==> config.mk <==
export PLATFORM = sky130hd
export DESIGN_NAME = alu_sequencer
export DESIGN_NICKNAME = d
export VERILOG_FILES = /design/src/rtl/alu_sequencer.sv
export SDC_FILE = /design/constraint.sdc
export NUM_CORES = 1
export LEC_CHECK = 0
export CAP_MARGIN = 25
export CELL_PAD_IN_SITES_DETAIL_PLACEMENT = 0
export CELL_PAD_IN_SITES_GLOBAL_PLACEMENT = 1
export CORE_UTILIZATION = 42
export CTS_CLUSTER_DIAMETER = 100
export CTS_CLUSTER_SIZE = 30
export DETAILED_ROUTE_END_ITERATION = 10
export PLACE_DENSITY_LB_ADDON = 0.1
export SLEW_MARGIN = 30
export SYNTH_ARGS = -nofsm -noshare
export SYNTH_HDL_FRONTEND = slang
export SYNTH_SLANG_ARGS = --single-unit
==> constraint.sdc <==
create_clock -name clk -period 3.8 [get_ports clk]
set_input_delay 0.38 -clock clk [delete_from_list [all_inputs] [get_ports clk]]
set_output_delay 0.38 -clock clk [all_outputs]
set_load 0.01 [all_outputs]
==> src/rtl/alu_sequencer.sv <==
// Multi-cycle execute controller for a shared 8-bit ALU: turns macro-ops
// (ADD/SUB/AND/OR/NOT/NEG/MUL) into one or more ALU passes behind valid/ready handshakes.
module alu_sequencer #(
  parameter int WIDTH = 8
) (
  input  logic             clk,
  input  logic             rst_n,
  input  logic             cmd_valid,
  output logic             cmd_ready,
  input  logic [2:0]       cmd_op,
  input  logic [WIDTH-1:0] cmd_a,
  input  logic [WIDTH-1:0] cmd_b,
  output logic [WIDTH-1:0] alu_a,
  output logic [WIDTH-1:0] alu_b,
  output logic             alu_inv,
  output logic [1:0]       alu_op,
  input  logic [WIDTH-1:0] alu_result,
  input  logic             alu_cout,
  output logic             res_valid,
  input  logic             res_ready,
  output logic [WIDTH-1:0] res_data,
  output logic             res_carry,
  output logic             res_zero,
  output logic             res_err,
  output logic             busy
);

  typedef enum logic [2:0] {
    S_IDLE  = 3'd0,
    S_PASS1 = 3'd1,
    S_PASS2 = 3'd2,
    S_MUL   = 3'd3,
    S_DONE  = 3'd4
  } state_e;

  localparam logic [2:0] OP_ADD = 3'b000;
  localparam logic [2:0] OP_SUB = 3'b001;
  localparam logic [2:0] OP_AND = 3'b010;
  localparam logic [2:0] OP_OR  = 3'b011;
  localparam logic [2:0] OP_NOT = 3'b100;
  localparam logic [2:0] OP_NEG = 3'b101;
  localparam logic [2:0] OP_MUL = 3'b110;

  localparam logic [WIDTH-1:0] ZERO = '0;
  localparam logic [WIDTH-1:0] ONE  = WIDTH'(1);

  state_e           state_q, state_d;
  logic [2:0]       op_q, op_d;
  logic [WIDTH-1:0] a_q, a_d;     // operand A, reused as shifting multiplicand M
  logic [WIDTH-1:0] b_q, b_d;     // operand B, reused as shifting multiplier Q
  logic [WIDTH-1:0] p_q, p_d;     // SUB intermediate t, or MUL product P
  logic             c1_q, c1_d;
  logic [WIDTH-1:0] tok_q, tok_d; // one-hot iteration token, avoids a counter adder
  logic [WIDTH-1:0] alu_a_q, alu_a_d, alu_b_q, alu_b_d;
  logic             alu_inv_q, alu_inv_d;
  logic [1:0]       alu_op_q, alu_op_d;
  logic [WIDTH-1:0] res_data_q, res_data_d;
  logic             res_carry_q, res_carry_d, res_zero_q, res_zero_d, res_err_q, res_err_d;
  logic             load_res;
  logic [WIDTH-1:0] p_nxt;

  // State register
  always_ff @(posedge clk or negedge rst_n) begin
    if (!rst_n) begin
      state_q <= S_IDLE;
    end else begin
      state_q <= state_d;
    end
  end

  // Next-state decode
  always_comb begin
    state_d = state_q;
    case (state_q)
      S_IDLE:  state_d = cmd_valid ? S_PASS1 : S_IDLE;
      S_PASS1: begin
        if (op_q == OP_SUB) begin
          state_d = S_PASS2;
        end else if (op_q == OP_MUL) begin
          state_d = S_MUL;
        end else begin
          state_d = S_DONE;
        end
      end
      S_PASS2: state_d = S_DONE;
      S_MUL:   state_d = tok_q[WIDTH-1] ? S_DONE : S_MUL;
      S_DONE:  state_d = res_ready ? S_IDLE : S_DONE;
      default: state_d = S_IDLE;
    endcase
  end

  // Datapath, ALU drive and result next values; ALU inputs return to zero whenever no pass follows
  always_comb begin
    op_d        = op_q;
    a_d         = a_q;
    b_d         = b_q;
    p_d         = p_q;
    c1_d        = c1_q;
    tok_d       = tok_q;
    alu_a_d     = ZERO;
    alu_b_d     = ZERO;
    alu_inv_d   = 1'b0;
    alu_op_d    = 2'b00;
    res_data_d  = res_data_q;
    res_carry_d = res_carry_q;
    res_err_d   = res_err_q;
    load_res    = 1'b0;
    p_nxt       = b_q[0] ? alu_result : p_q;
    case (state_q)
      S_IDLE: begin
        if (cmd_valid) begin
          op_d  = cmd_op;
          a_d   = cmd_a;
          b_d   = cmd_b;
          p_d   = ZERO;
          c1_d  = 1'b0;
          tok_d = ONE;
          case (cmd_op)
            OP_ADD: begin alu_a_d = cmd_a; alu_b_d = cmd_b; end
            OP_SUB: begin alu_a_d = cmd_b; alu_b_d = cmd_a; alu_inv_d = 1'b1; end
            OP_AND: begin alu_a_d = cmd_a; alu_b_d = cmd_b; alu_op_d = 2'b01; end
            OP_OR:  begin alu_a_d = cmd_a; alu_b_d = cmd_b; alu_op_d = 2'b10; end
            OP_NOT: begin alu_a_d = cmd_a; alu_inv_d = 1'b1; end
            OP_NEG: begin alu_a_d = cmd_a; alu_b_d = ONE; alu_inv_d = 1'b1; end
            default: begin alu_a_d = ZERO; end
          endcase
        end else begin
          op_d = op_q;
        end
      end
      S_PASS1: begin
        if (op_q == OP_SUB) begin
          p_d     = alu_result;
          c1_d    = alu_cout;
          alu_a_d = alu_result;
          alu_b_d = ONE;
        end else if (op_q == OP_MUL) begin
          alu_a_d = p_q;
          alu_b_d = a_q;
        end else begin
          load_res    = 1'b1;
          res_err_d   = (op_q == 3'b111);
          res_data_d  = (op_q == 3'b111) ? ZERO : alu_result;
          res_carry_d = ((op_q == OP_ADD) || (op_q == OP_NEG)) ? alu_cout : 1'b0;
        end
      end
      S_PASS2: begin
        load_res    = 1'b1;
        res_data_d  = alu_result;
        res_carry_d = c1_q | alu_cout;
        res_err_d   = 1'b0;
      end
      S_MUL: begin
        p_d   = p_nxt;
        a_d   = a_q << 1;
        b_d   = b_q >> 1;
        tok_d = tok_q << 1;
        if (tok_q[WIDTH-1]) begin
          load_res    = 1'b1;
          res_data_d  = p_nxt;
          res_carry_d = 1'b0;
          res_err_d   = 1'b0;
        end else begin
          alu_a_d = p_nxt;
          alu_b_d = a_q << 1;
        end
      end
      S_DONE: begin
        load_res = 1'b0;
      end
      default: begin
        load_res = 1'b0;
      end
    endcase
    res_zero_d = load_res ? (res_data_d == ZERO) : res_zero_q;
  end

  // Datapath and output registers
  always_ff @(posedge clk or negedge rst_n) begin
    if (!rst_n) begin
      op_q        <= 3'b000;
      a_q         <= ZERO;
      b_q         <= ZERO;
      p_q         <= ZERO;
      c1_q        <= 1'b0;
      tok_q       <= ZERO;
      alu_a_q     <= ZERO;
      alu_b_q     <= ZERO;
      alu_inv_q   <= 1'b0;
      alu_op_q    <= 2'b00;
      res_data_q  <= ZERO;
      res_carry_q <= 1'b0;
      res_zero_q  <= 1'b0;
      res_err_q   <= 1'b0;
    end else begin
      op_q        <= op_d;
      a_q         <= a_d;
      b_q         <= b_d;
      p_q         <= p_d;
      c1_q        <= c1_d;
      tok_q       <= tok_d;
      alu_a_q     <= alu_a_d;
      alu_b_q     <= alu_b_d;
      alu_inv_q   <= alu_inv_d;
      alu_op_q    <= alu_op_d;
      res_data_q  <= res_data_d;
      res_carry_q <= res_carry_d;
      res_zero_q  <= res_zero_d;
      res_err_q   <= res_err_d;
    end
  end

  assign cmd_ready = (state_q == S_IDLE);
  assign res_valid = (state_q == S_DONE);
  assign busy      = (state_q != S_IDLE);
  assign alu_a     = alu_a_q;
  assign alu_b     = alu_b_q;
  assign alu_inv   = alu_inv_q;
  assign alu_op    = alu_op_q;
  assign res_data  = res_data_q;
  assign res_carry = res_carry_q;
  assign res_zero  = res_zero_q;
  assign res_err   = res_err_q;

endmodule

==> metrics.txt, run 1 <==
global-route wire length before repair 15200 um; Clock transition at path regs 0.08 ns; crit-path cells nand2b_1, nor3_1, or4_1, a211o_1, o31ai_2; maximum clock rate 415 MHz; final net count 440; Die H 91.1 um; Final setup viols 0; simple-gate portion of the synthesized area 20.2%; FF-to-FF End res_zero$_DFFE_PN0P_; Post-Synth XOR/XNOR Area 0.263%; Tot GR Track Use 23.8%; EDFF count, synth 0; largest net degree at the start of global routing 44; Req. time, crit path 4.06 ns; Slowest-stage cell, CP or4_1; wire per inst 17.9 um; die width 91.1 um; n_diodes 0; Comb pwr share 37.7%; Leak Pwr 1.92 nW; synth unique cells 52; dpl cells 499; Worst slew margin 36.5%; fraction of layout instances using a drive strength above 1 7.99%; core box area 7690 um2; Synth Register Bits 69; Critical Path Start Type register; syn avg cell area 9.50 um2; CTS Sinks 69; Port Buffers 64; CP delay by family, top simple AND/OR/NAND/NOR gates; R2R setup slack 1.39 ns; adder-cell area share of the yosys netlist 0%; power share of the clock group 22.8%; post-synth top area cell dfrtp_1; post-DP HPWL 6370 um; CP peak stage delay 0.77 ns; CTS H-tree lvls 3; class of the most critical setup path register to register; post-synthesis compound-gate area fraction 23.3%; largest family of logic cells by synthesized area compound AO/OA/AOI/OAI gates; Design Area, Final 4280 um2; multi-input logic area 1500 um2; hold bufs inserted after CTS 0; mux share of post-synthesis cell area 1.24%; commonest non-fill, non-tap cells in the layout 74 x nand2_1, 69 x dfrtp_1, 63 x clkdlybuf4s50_1, 30 x nor2_1, 23 x a22oi_1; CP Buf/Inv Count 0; Mapped Cells 351; Via-to-Cell Ratio 5.71; Psw 0.00112 W; die area 8300 um2; final-report max-slew violation count 0; crit path time final 2.41 ns; Synth Warn # 0; drt first-iter violations 205; reg-to-reg critical path startpoint state_q[1]$_DFF_PN0_; DRT Wirelength 9210 um; Async SR Flop Fraction 100%; post-route met1 wirelength 4170 um; main area contributors after synthesis dfrtp_1 52%, nand2_1 8.3%, a22oi_1 5.2%; DRC 0; gpl congestion 0.807; commonest non-fill, non-tap cell in the layout nand2_1; placement-stage cell area 4050 um2; RSZ-0062 raised after global routing false; HP Class input pin to async pin; critical path depth 5; Worst Path Arrival 2.67 ns; # resized after CTS 0; GRT Residual Overflow 0; fillers 744; critical path peak fanout 15; Crit. Startpoint state_q[1]$_DFF_PN0_; Netlist Area Pre-Place 3330 um2; Pint 0.00195 W; Worst-Margin Slew 0.949 ns; Max VDD drop 0.000250 V; worst setup path endpoint res_zero$_DFFE_PN0P_; CP endpoint kind register; Layout area overhead 28.4%; final setup TNS 0 ns; period utilization 63.4%; setup bufs post-CTS 0; Met3 Routed Length 461 um; vias 2942; Pre-antenna DRT Iters 4; IO Count 65; metal2 WL 4420 um; final hold vios 0; final non-filler cell total 515; outcome finished clean; Final ANT Viol Nets 0; initial antenna violation count 0; vias in the first global route 2932; Root Buffer clkbuf_8; register area 1730 um2; Starting Density 43.4%; Site Rows 32; Yosys top cell area share 51.8%; Sw Ratio 36.6%; worst-case reg-to-reg path depth 5; dominant synthesized flop cell dfrtp_1; Max Used Layer met4; CTS Buf Count 9; Clock Path Buffers 2; syn_nets 383; TritonCTS clock tree yes; pwr dens 716 nW/um2; MaxCap Viol Count 0; Sequential Power Share 39.5%; worst skew pair latency 0.35 ns; Layout Skew 0.00937 ns; post-synthesis sequential area ratio 51.8%
-- Yosys cell counts (2+ instances only) --
library cell / n
nor3b_2: 2
a21o_1: 4
a2bb2oi_1: 3
clkbuf_1: 17
a31oi_1: 11
and2_1: 2
nand2_1: 74
a222oi_1: 7
dfrtp_1: 69
nor3b_1: 2
buf_2: 4
o21ai_1: 8
o32ai_1: 2
nor3_1: 8
nand2b_1: 3
nor3_2: 2
inv_1: 5
buf_1: 2
nand4b_1: 2
nor2_1: 30
nand3_1: 2
a211o_1: 2
or3_1: 2
nor4_1: 2
mux2i_1: 3
a22oi_1: 23
a21oi_1: 12
o21ai_0: 6
a22o_1: 16
nor2b_1: 4
-- worst min-delay path by stage --
| stage | cells after the start | end | start |
|---|---|---|---|
| 3_3_place_gp | 1 | res_data[0]$_DFF_PN0_ | rst_n |
| 2_1_floorplan | 0 | a_q[0]$_DFFE_PN0P_ | rst_n |
| 5_1_grt | 1 | state_q[2]$_DFF_PN0_ | rst_n |
| 6_report | 1 | state_q[2]$_DFF_PN0_ | rst_n |
| 3_5_place_dp | 1 | state_q[2]$_DFF_PN0_ | rst_n |
| 4_1_cts | 1 | state_q[2]$_DFF_PN0_ | rst_n |
-- state kept, by name, summed over array words and instances (netlist names), 8 cells and up --
signal    count
tok_q         8
a_q           8
alu_b         8
p_q           8
alu_a         8
b_q           8
res_data      8
-- kinds of logic after synthesis --
logic type      after synthesis
flops                        69
compound gates              105
xor+xnor                      1
simple gates                144
buf+inv                      28
mux                           4
-- worst reg2reg max path, stage by stage (launching register included) --
cell and delay, ns:
dfrtp_1 0.63, nand2b_1 0.25, nor3_1 0.07, or4_1 0.77
a211o_1 0.40, o31ai_2 0.20
-- power by group through the flow --
stage               clock, W  combinational [W]  sequential [W]
global placement           0            0.00115         0.00122
CTS                 0.000710            0.00117         0.00121
finish              0.000698            0.00116         0.00121
global route        0.000743            0.00128         0.00125
detailed placement         0            0.00116         0.00122
floorplan                  0           0.000714         0.00118
-- metrics by stage --
stage	worst slack (ns)	utilization, %	hold WS, ns	total power (W)
5_1_grt	1.20	55.7	0.0664	0.00327
3_3_place_gp	1.46	52.7	0.429	0.00237
4_1_cts	1.40	55.7	0.0489	0.00309
3_5_place_dp	1.43	52.7	0.430	0.00238
2_1_floorplan	1.96	-	0.0844	0.00190
6_report	1.39	55.7	0.0382	0.00307
-- layout make-up --
class                      count  share of cell area, %
timing repair buffer          69                   15.7
multi-input combinational    254                   35.1
clock buffer                  11                   3.53
sequential                    69                   40.3
inverter                       5                  0.438
tap                          102                   2.98
clock inverter                 5                   1.90
-- routing by layer --
metal	GRT usage, %	up-vias
met4	8.20	0
met5	0	-
li1	-	1394
met3	5.70	14
met2	37.8	99
met1	31.9	1435
Power figures use the tool's default switching activity.
==> run 2, diff against run 1 <==
--- a/config.mk
+++ b/config.mk
@@ -8,7 +8,7 @@
 export CAP_MARGIN = 25
 export CELL_PAD_IN_SITES_DETAIL_PLACEMENT = 0
 export CELL_PAD_IN_SITES_GLOBAL_PLACEMENT = 1
-export CORE_UTILIZATION = 42
+export CORE_UTILIZATION = 35
 export CTS_CLUSTER_DIAMETER = 100
 export CTS_CLUSTER_SIZE = 30
 export DETAILED_ROUTE_END_ITERATION = 10
==> constraint.sdc (replaced) <==
create_clock -name clk -period 2.2 [get_ports clk]
set_input_delay 0.22 -clock clk [delete_from_list [all_inputs] [get_ports clk]]
set_output_delay 0.22 -clock clk [all_outputs]
set_load 0.01 [all_outputs]
==> run 2 against run 1 <==
Critical path depth decreased by 1. Routed wire length is 7.7% higher. Non-clock buffer count is 19 higher. Clock skew shrank 0.0032 ns. Critical endpoint is now cmd_ready. Flip-flop and latch count stayed put. Sequential power rose by 73%. Via count grew 3.6%. Combinational power grew 91%.
==> metrics.txt, run 2 (synthesis gave the netlist of run 1 again) <==
outcome finished clean (unchanged); die width 99.6 um (was 91.1 um); vias in the first global route 3088 (was 2932); setup bufs post-CTS 0 (unchanged); final setup TNS 0 ns (unchanged); critical path peak fanout 10 (was 15); worst-case reg-to-reg path depth 5 (unchanged); Root Buffer clkbuf_8 (unchanged); global-route wire length before repair 16200 um (was 15200 um); CTS H-tree lvls 3 (unchanged); maximum clock rate 483 MHz; Site Rows 35 (was 32); n_diodes 0 (unchanged); Die H 99.6 um (was 91.1 um); Final setup viols 0 (unchanged); commonest non-fill, non-tap cells in the layout 74 x nand2_1, 67 x dfrtp_1, 63 x clkdlybuf4s50_1, 30 x nor2_1, 23 x a22oi_1 (was 74 x nand2_1, 69 x dfrtp_1, 63 x clkdlybuf4s50_1, 30 x nor2_1, 23 x a22oi_1); DRT Wirelength 9920 um (was 9210 um); Worst-Margin Slew 0.659 ns (was 0.949 ns); class of the most critical setup path register to output port (was register to register); Leak Pwr 1.99 nW (was 1.92 nW); Power, Total 0.00529 W (was 0.00307 W); Pre-antenna DRT Iters 7 (was 4); Req. time, crit path 1.98 ns (was 4.06 ns); worst skew pair latency 0.36 ns (was 0.35 ns); worst setup path endpoint cmd_ready (was res_zero$_DFFE_PN0P_); initial antenna violation count 0 (unchanged); post-DP HPWL 7120 um (was 6370 um); Clock transition at path regs 0.08 ns (about the same); CP endpoint kind output port (was register); wire per inst 17.7 um (was 17.9 um); Worst slew margin 55.9% (was 36.5%); Clock Path Buffers 2 (unchanged); period utilization 94.2%; TritonCTS clock tree yes (unchanged); FF-to-FF End res_zero$_DFFE_PN0P_ (unchanged); Layout area overhead 32.9% (was 28.4%); Layout Skew 0.00622 ns (was 0.00937 ns); vias 3047 (was 2942); crit path time final 2.07 ns; core box area 9240 um2 (was 7690 um2); commonest non-fill, non-tap cell in the layout nand2_1 (unchanged); Via-to-Cell Ratio 5.43 (was 5.71); drt first-iter violations 128 (was 205); reg-to-reg critical path startpoint state_q[2]$_DFF_PN0_ (was state_q[1]$_DFF_PN0_); Tot GR Track Use 21.6% (was 23.8%); Max VDD drop 0.000351 V (was 0.000250 V); IO Count 65 (unchanged); Final ANT Viol Nets 0 (unchanged); GRT Residual Overflow 0 (unchanged); final-report max-slew violation count 0 (unchanged); R2R setup slack 0.19 ns (was 1.39 ns); Crit. Startpoint state_q[1]$_DFF_PN0_ (unchanged); DRC 0 (unchanged); largest net degree at the start of global routing 70 (was 44); Worst Path Arrival 1.85 ns (was 2.67 ns); CTS Buf Count 9 (unchanged); fraction of layout instances using a drive strength above 1 12.3% (was 7.99%); Port Buffers 64 (unchanged); Starting Density 36.1% (was 43.4%); RSZ-0062 raised after global routing false (unchanged); die area 9920 um2 (was 8300 um2); CTS Sinks 69 (unchanged); final net count 459 (was 440); pwr dens 1190 nW/um2 (was 716 nW/um2); Critical Path Start Type register (unchanged); final hold vios 0 (unchanged); HP Class input pin to async pin (unchanged); fillers 912 (was 744); gpl congestion 0.877 (was 0.807); MaxCap Viol Count 0 (unchanged)
## run 2: cell count changes in the layout (fill, tap and decap cells not counted), moves of 2 or more
cell,delta
buf_4,+17
bufinv_16,-2
dfrtp_1,-2
dfrtp_2,+2
## run 2: worst max-delay path, stage by stage, from the launching register on
cell and delay [ns]:
dfrtp_2 0.47, buf_4 0.18, nor3_2 0.17, buf_4 0.15, clkdlybuf4s50_1 0.52
## run 2: metal layers
metal	GRT usage [%]	vias to the layer above	part of all wire, %
met5	0	-	0
met4	8.48	0	2.2
met3	5.20	20	5.4
met2	33.3	108	47
met1	29.2	1486	46
li1	-	1433	-
## run 2: worst min-delay path by stage
stage | startpoint | endpoint | slack (ns)
final | rst_n | res_data[0]$_DFF_PN0_ | 0.39
after global routing | rst_n | res_data[0]$_DFF_PN0_ | 0.43
after detailed placement | rst_n | res_data[0]$_DFF_PN0_ | 0.28
after CTS | rst_n | res_data[0]$_DFF_PN0_ | 0.44
after floorplan | rst_n | a_q[0]$_DFFE_PN0P_ | -0.08
after global placement | rst_n | res_data[0]$_DFF_PN0_ | 0.28
## run 2: what timing repair did
item / in CTS / in global routing
gates resized for setup: 0 / 3
hold buffers: 1 / 0
setup endpoints to repair: 0 / 3
hold endpoints to repair: 69 / 0
## run 2: per-stage QoR
stage                     setup WS, ns  hold slack (ns)  utilization, %  cell area [um2]  std cells
after global routing            0.0249            0.429            47.9             4430        561
after CTS                       0.0811            0.439            47.9             4430        561
after global placement           0.188            0.280            45.8             4230        544
after floorplan                  0.356          -0.0756               -             3330        351
after detailed placement         0.144            0.278            45.8             4230        544
final                            0.128            0.390            47.9             4430        561
## run 2: where the power goes
part	internal [W]	switching (W)	total, W
Clock	0.000471	0.000519	0.000990
Sequential	0.00170	0.000392	0.00209
Combinational	0.00110	0.00111	0.00221
Total	0.00327	0.00202	0.00529
## run 2: layout make-up
cell class / count / area [um2] / area share, %
flip-flops and latches: 69 / 1730 / 39.0
multi-input cells: 254 / 1510 / 34.0
repair buffers: 88 / 831 / 18.8
well taps: 129 / 161 / 3.64
clock buffers: 11 / 151 / 3.42
clock inverters: 5 / 33.8 / 0.762
inverters: 5 / 18.8 / 0.424
